==> config.mk <==
export PLATFORM = sky130hd
export DESIGN_NAME = decode_stage
export DESIGN_NICKNAME = d
export VERILOG_FILES = /design/src/rtl/decode_stage.sv
export SDC_FILE = /design/constraint.sdc
export NUM_CORES = 2
export LEC_CHECK = 0
export CORE_MARGIN = 8
export CORE_UTILIZATION = 50
export DETAILED_ROUTE_END_ITERATION = 10
export PLACE_DENSITY_LB_ADDON = 0.2
export SLEW_MARGIN = 20
export SYNTH_ARGS = -nofsm -noshare
export SYNTH_HDL_FRONTEND = slang
export SYNTH_SLANG_ARGS = --single-unit
==> constraint.sdc <==
create_clock -name clk -period 1.8 [get_ports clk]
set_input_delay 0.18 -clock clk [delete_from_list [all_inputs] [get_ports clk]]
set_output_delay 0.18 -clock clk [all_outputs]
set_load 0.01 [all_outputs]
==> src/rtl/decode_stage.sv <==
// Decode stage: register file, instruction decoder and D/E pipeline register.
// Optional same-cycle write-back bypass on the read ports: define DECODE_BYPASS_EN.
module decode_stage #(
  parameter int XLEN = 32,
  parameter int NREG = 32
) (
  input  logic            clk,
  input  logic            rst,
  input  logic [31:0]     Instr_D,
  input  logic [XLEN-1:0] PC_D,
  input  logic            valid_D,
  input  logic            stall,
  input  logic            flush,
  input  logic            RegWrite_W,
  input  logic [4:0]      Rd_W,
  input  logic [XLEN-1:0] Result_W,
  output logic [XLEN-1:0] RD1_E,
  output logic [XLEN-1:0] RD2_E,
  output logic [XLEN-1:0] Imm_E,
  output logic [XLEN-1:0] PC_E,
  output logic [4:0]      Rs1_E,
  output logic [4:0]      Rs2_E,
  output logic [4:0]      Rd_E,
  output logic [3:0]      ALUControl_E,
  output logic            ALUSrc_E,
  output logic            RegWrite_E,
  output logic            MemRead_E,
  output logic            MemWrite_E,
  output logic            valid_E,
  output logic            illegal_E
);

  localparam logic [6:0] OpRType = 7'b0110011;
  localparam logic [6:0] OpIType = 7'b0010011;
  localparam logic [6:0] OpLoad  = 7'b0000011;
  localparam logic [6:0] OpStore = 7'b0100011;

  localparam logic [3:0] AluAdd  = 4'b0000;
  localparam logic [3:0] AluSub  = 4'b0001;
  localparam logic [3:0] AluAnd  = 4'b0010;
  localparam logic [3:0] AluOr   = 4'b0011;
  localparam logic [3:0] AluXor  = 4'b0100;
  localparam logic [3:0] AluSll  = 4'b0101;
  localparam logic [3:0] AluSrl  = 4'b0110;
  localparam logic [3:0] AluSra  = 4'b0111;
  localparam logic [3:0] AluSlt  = 4'b1000;
  localparam logic [3:0] AluSltu = 4'b1001;

  logic [4:0] rs1;
  logic [4:0] rs2;
  logic [4:0] rd;
  logic [6:0] opcode;
  logic [2:0] funct3;
  logic       funct7_b5;

  assign opcode    = Instr_D[6:0];
  assign rd        = Instr_D[11:7];
  assign funct3    = Instr_D[14:12];
  assign rs1       = Instr_D[19:15];
  assign rs2       = Instr_D[24:20];
  assign funct7_b5 = Instr_D[30];

  // ---------------------------------------------------------------------------
  // Register file
  // ---------------------------------------------------------------------------
  logic [XLEN-1:0] rf_q [NREG];
  logic            rf_we;
  logic [XLEN-1:0] rd1;
  logic [XLEN-1:0] rd2;

  assign rf_we = RegWrite_W && (Rd_W != 5'd0) && (int'(Rd_W) < NREG);

  always_ff @(posedge clk or negedge rst) begin
    if (!rst) begin
      for (int i = 0; i < NREG; i++) begin
        rf_q[i] <= '0;
      end
    end else if (rf_we) begin
      rf_q[Rd_W] <= Result_W;
    end
  end

  always_comb begin
    rd1 = '0;
    rd2 = '0;
    if ((rs1 != 5'd0) && (int'(rs1) < NREG)) begin
      rd1 = rf_q[rs1];
    end
    if ((rs2 != 5'd0) && (int'(rs2) < NREG)) begin
      rd2 = rf_q[rs2];
    end
`ifdef DECODE_BYPASS_EN
    if (rf_we && (Rd_W == rs1)) begin
      rd1 = Result_W;
    end
    if (rf_we && (Rd_W == rs2)) begin
      rd2 = Result_W;
    end
`endif
  end

  // ---------------------------------------------------------------------------
  // Decoder
  // ---------------------------------------------------------------------------
  // Only R-type uses funct7[5] for ADD/SUB; both R-type and shift-immediates use it for SRL/SRA.
  function automatic logic [3:0] alu_sel(input logic [2:0] f3, input logic alt, input logic is_r);
    logic [3:0] op;
    case (f3)
      3'b000:  op = (is_r && alt) ? AluSub : AluAdd;
      3'b001:  op = AluSll;
      3'b010:  op = AluSlt;
      3'b011:  op = AluSltu;
      3'b100:  op = AluXor;
      3'b101:  op = alt ? AluSra : AluSrl;
      3'b110:  op = AluOr;
      default: op = AluAnd;
    endcase
    return op;
  endfunction

  logic [XLEN-1:0] imm_i;
  logic [XLEN-1:0] imm_s;
  logic [XLEN-1:0] dec_imm;
  logic [3:0]      dec_alu;
  logic            dec_alu_src;
  logic            dec_reg_write;
  logic            dec_mem_read;
  logic            dec_mem_write;
  logic            dec_illegal;

  assign imm_i = {{(XLEN-12){Instr_D[31]}}, Instr_D[31:20]};
  assign imm_s = {{(XLEN-12){Instr_D[31]}}, Instr_D[31:25], Instr_D[11:7]};

  always_comb begin
    dec_imm       = '0;
    dec_alu       = AluAdd;
    dec_alu_src   = 1'b0;
    dec_reg_write = 1'b0;
    dec_mem_read  = 1'b0;
    dec_mem_write = 1'b0;
    dec_illegal   = 1'b0;
    case (opcode)
      OpRType: begin
        dec_alu       = alu_sel(funct3, funct7_b5, 1'b1);
        dec_reg_write = 1'b1;
      end
      OpIType: begin
        dec_alu       = alu_sel(funct3, funct7_b5, 1'b0);
        dec_imm       = imm_i;
        dec_alu_src   = 1'b1;
        dec_reg_write = 1'b1;
      end
      OpLoad: begin
        dec_imm       = imm_i;
        dec_alu_src   = 1'b1;
        dec_reg_write = 1'b1;
        dec_mem_read  = 1'b1;
      end
      OpStore: begin
        dec_imm       = imm_s;
        dec_alu_src   = 1'b1;
        dec_mem_write = 1'b1;
      end
      default: dec_illegal = 1'b1;
    endcase
  end

  // ---------------------------------------------------------------------------
  // D/E pipeline register: flush beats stall beats load
  // ---------------------------------------------------------------------------
  always_ff @(posedge clk or negedge rst) begin
    if (!rst) begin
      RD1_E        <= '0;
      RD2_E        <= '0;
      Imm_E        <= '0;
      PC_E         <= '0;
      Rs1_E        <= '0;
      Rs2_E        <= '0;
      Rd_E         <= '0;
      ALUControl_E <= '0;
      ALUSrc_E     <= 1'b0;
      RegWrite_E   <= 1'b0;
      MemRead_E    <= 1'b0;
      MemWrite_E   <= 1'b0;
      valid_E      <= 1'b0;
      illegal_E    <= 1'b0;
    end else if (flush) begin
      // Data fields are don't-care in a bubble, so only the qualifiers are cleared.
      RegWrite_E   <= 1'b0;
      MemRead_E    <= 1'b0;
      MemWrite_E   <= 1'b0;
      valid_E      <= 1'b0;
      illegal_E    <= 1'b0;
    end else if (!stall) begin
      RD1_E        <= rd1;
      RD2_E        <= rd2;
      Imm_E        <= dec_imm;
      PC_E         <= PC_D;
      Rs1_E        <= rs1;
      Rs2_E        <= rs2;
      Rd_E         <= rd;
      ALUControl_E <= dec_alu;
      ALUSrc_E     <= dec_alu_src;
      RegWrite_E   <= valid_D & dec_reg_write;
      MemRead_E    <= valid_D & dec_mem_read;
      MemWrite_E   <= valid_D & dec_mem_write;
      valid_E      <= valid_D;
      illegal_E    <= valid_D & dec_illegal;
    end
  end

endmodule
==> key figures <==
Run status
  – Status: finished with violations
  – Violated checks: hold timing

Timing
  – RSZ-0062 raised after global routing: true
  – Slew @ Worst Pin: 1060 ps
  – Fin. Hold Viols: 4
  – TNS Setup: 0 ps
  – Minimum clock period: about 1800 ps
  – Hold_ws: -31.3 ps
  – Post-layout worst setup margin: 7.61 ps
  – Tcrit/Tclk final: 99.6%
  – Rel. slew slack: 29.1%
  – Max Slew Vio Count: 0
  – Final clock skew: 28.4 ps
  – F_max: 558 MHz
  – Setup Viol. Count Final: 0

Hold path
  – Worst hold path type: input pin to asynchronous set/reset pin

Finish
  – Proportion of layout cells with a drive suffix above 1: between 40% and 50%
  – Nets: 4830
  – Area grow syn2layout: 22.9%
  – ANT cells: 0

Drt
  – Routed Antenna Nets: 0
  – DRT iter0 DRCs: roughly 4300
  – Drt drc: 0
  – Final WL: around 200000 um
  – Total number of vias: 41800
  – Drt pass-1 iters: 6
  – Wirelength per Cell: between 30 and 40 um
  – Via/cell ratio: 6.57

Pwr
  – Peak supply drop: ~0.00089 V
  – Total leakage power: 0.0331 uW
  – Power Density: between 1000 and 1500 nW/um2

Synth
  – Post-synthesis sequential area ratio: between 40% and 50%
  – Cell Area, Synth: 59400 um2
  – YS warnings: 0
  – Share of the synthesized area in the top cell type: 48.7%
  – Async set-reset flop share out of synthesis: 100%
  – Mean post-synth cell area: 14.0 um2
  – Ys flop type: dfrtp_1
  – Number of flops mapped to enable cells by yosys: 0
  – Post-synth top cells: dfrtp_1, mux2_2, mux4_2
  – Syn_nets: about 4400
  – Synth unique cells: about 50
  – Largest cells by area after synthesis: dfrtp_1, mux2_2, mux4_2
  – Area leader, netlist: dfrtp_1
  – Post-synthesis register bit count: approximately 1200
  – Post-Synthesis Cells: 4247
  – Most frequent cell after synthesis: dfrtp_1

Clocking
  – CTS tree: built
  – Clk slew on worst S/H paths: about 60 ps
  – Root buffer cell: clkbuf_16
  – Longest Clk Path Bufs: 3
  – Num CTS Buffers: 133
  – H-Tree Depth: 4
  – CTS Sinks: about 1200
  – Skew-Pair Late Insertion Delay: about 750 ps

Floorplan
  – DIE HEIGHT: 361 um
  – Ports: 260
  – Die Wd: 361 um
  – Core area: 118000 um2
  – Die area: roughly 130000 um2
  – Initial Utilization: 50.4%
  – Row count: between 100 and 150

Critical path
  – Crit path cell chain: buf_4, dlygate4sd2_1
  – Crit-path max FO: 11
  – Crit path launch: Imm_E[30]$_DFFE_PN0P_
  – Reg2Reg Launch Point: rf_q[153]$_DFFE_PN0P_
  – R2r setup slk: approximately 20 ps
  – Crit path largest cell delay: around 400 ps
  – RR Endpoint: RD2_E[25]$_DFFE_PN0P_
  – CP required: ~1600 ps
  – Critical Path End: Imm_E[28]
  – Crit path kind: flop to output pin
  – Crit path capture type: output pin
  – Crit start category: flop
  – R2R cell count: 4
  – CP arrival: roughly 1600 ps
  – Crit path max-delay cell type: dfrtp_2

Placed design
  – Post-detail-place hpwl: approximately 130000 um
  – Final RePlAce weighted congestion: just under 0.9
  – IO buf count: 259
  – Pre-CTS WS: -631 ps

Flow run
  – Max cap viols: 0

Global routing
  – GRT Residual Overflow: 0
  – GRT Total Usage: 30.5%
  – Vias in the first global route: 43300
  – Largest net degree at the start of global routing: 79
  – First-pass GRT wire length: 297000 um
  – Initial antenna violation count: 4
==> cell type report <==
type	count	area, um2
clock inverter	31	370
inverter	2	7.51
multi-input combinational	2613	28500
timing repair buffer	816	9260
sequential	1157	29000
fill	9004	44900
tap	1536	1920
clock buffer	209	3970
==> power by group <==
group | switching, uW | internal [uW] | total (uW) | leakage (uW)
Sequential | 3710 | 30800 | 34500 | 0.0148
Combinational | 6350 | 9100 | 15500 | 0.0161
Clock | 11100 | 15900 | 27000 | 0.00213
Total | 21200 | 55800 | 77000 | 0.0331
==> sequential cells by signal (all words and copies together) (netlist names), 4 cells and up <==
register,flops
Imm_E,12
RD2_E,32
Rd_E,5
RD1_E,32
ALUControl_E,4
PC_E,32
Rs2_E,5
Rs1_E,5
rf_q,1024
==> through the flow <==
step / cells / hold WS [ps] / power [uW] / utilization (%) / cell area [um2]
after global routing: 6364 / 1.88 / 80000 / 61.9 / 73000
after detailed placement: 6067 / 136 / 50200 / 57.9 / 68300
after floorplan: 4247 / -116 / 43900 / - / 59400
after global placement: 6067 / 134 / 49700 / 57.9 / 68300
after CTS: 6357 / 10.9 / 77100 / 61.9 / 73000
final: 6364 / -31.3 / 77000 / 61.9 / 73000
==> layer usage <==
layer / vias up / wire [um] / share of wire, % / track usage, %
li1: 17100 / - / - / -
met1: 22300 / 82800 / 41 / 42.4
met2: 1971 / 92800 / 46 / 47.3
met3: 486 / 16700 / 8.3 / 6.18
met4: 0 / 8720 / 4.3 / 12.1
met5: - / 0 / 0 / 0
==> worst max-delay path: cells and delay by family, from the launching register on <==
| kind | cells | cell delay [ps] |
|---|---|---|
| buffers and inverters | 2 | 460 |
| DFF | 1 | 400 |
==> worst min-delay path by stage <==
stage | from | to | slack (ps) | cells after the start
2_1_floorplan | rst | ALUControl_E[0]$_DFFE_PN0P_ | -120 | 0
3_3_place_gp | rst | rf_q[680]$_DFFE_PN0P_ | 130 | 1
5_1_grt | rst | rf_q[648]$_DFFE_PN0P_ | 2 | 2
3_5_place_dp | rst | rf_q[680]$_DFFE_PN0P_ | 140 | 1
6_report | rst | rf_q[680]$_DFFE_PN0P_ | -30 | 2
4_1_cts | Instr_D[24] | RD2_E[29]$_DFFE_PN0P_ | 10 | 5
==> timing repair <==
action,4_1_cts,5_1_grt
buffers inserted,3,8
endpoints found under the setup margin,156,31
gates cloned,0,0
hold buffers,47,0
endpoints found under the hold margin,794,0
resized for setup,180,6
pin swaps,3,11
==> logic make-up after synthesis <==
group / count (synthesis) / synth area share, %
and+or+nand+nor: 409 / 3.20
muxes: 1693 / 37.6
DFF: 1157 / 48.7
buffers and inverters: 477 / 3.79
AOI/OAI and AO/OA: 511 / 6.62
==> cell usage in the layout (no fill, tap or decap), types with 7 or more instances in the layout <==
master and count:
dlygate4sd3_1 46, clkinv_8 7, mux2_2 1020, nand2_4 7, a32o_1 32, nand3b_1 7, clkdlybuf4s50_1 99, buf_12 202
a22o_1 39, clkdlybuf4s15_1 14, a22oi_1 157, or2_2 34, dlygate4sd2_1 137, dfrtp_2 13, mux2_1 26, nand3_1 35
o221ai_1 32, o22ai_1 32, dfrtp_1 1144, clkinv_2 16, a211oi_1 33, o41ai_1 32, nand2_1 219, nand2_2 9
mux2_4 10, mux4_2 324, mux2i_1 313, clkbuf_8 29, clkbuf_16 136, a221oi_1 27, nor2_4 20, nor2b_1 40
buf_4 311, a211o_1 32, a21oi_1 72, clkbuf_1 44
Note: power is estimated with default switching activity, not from simulation.
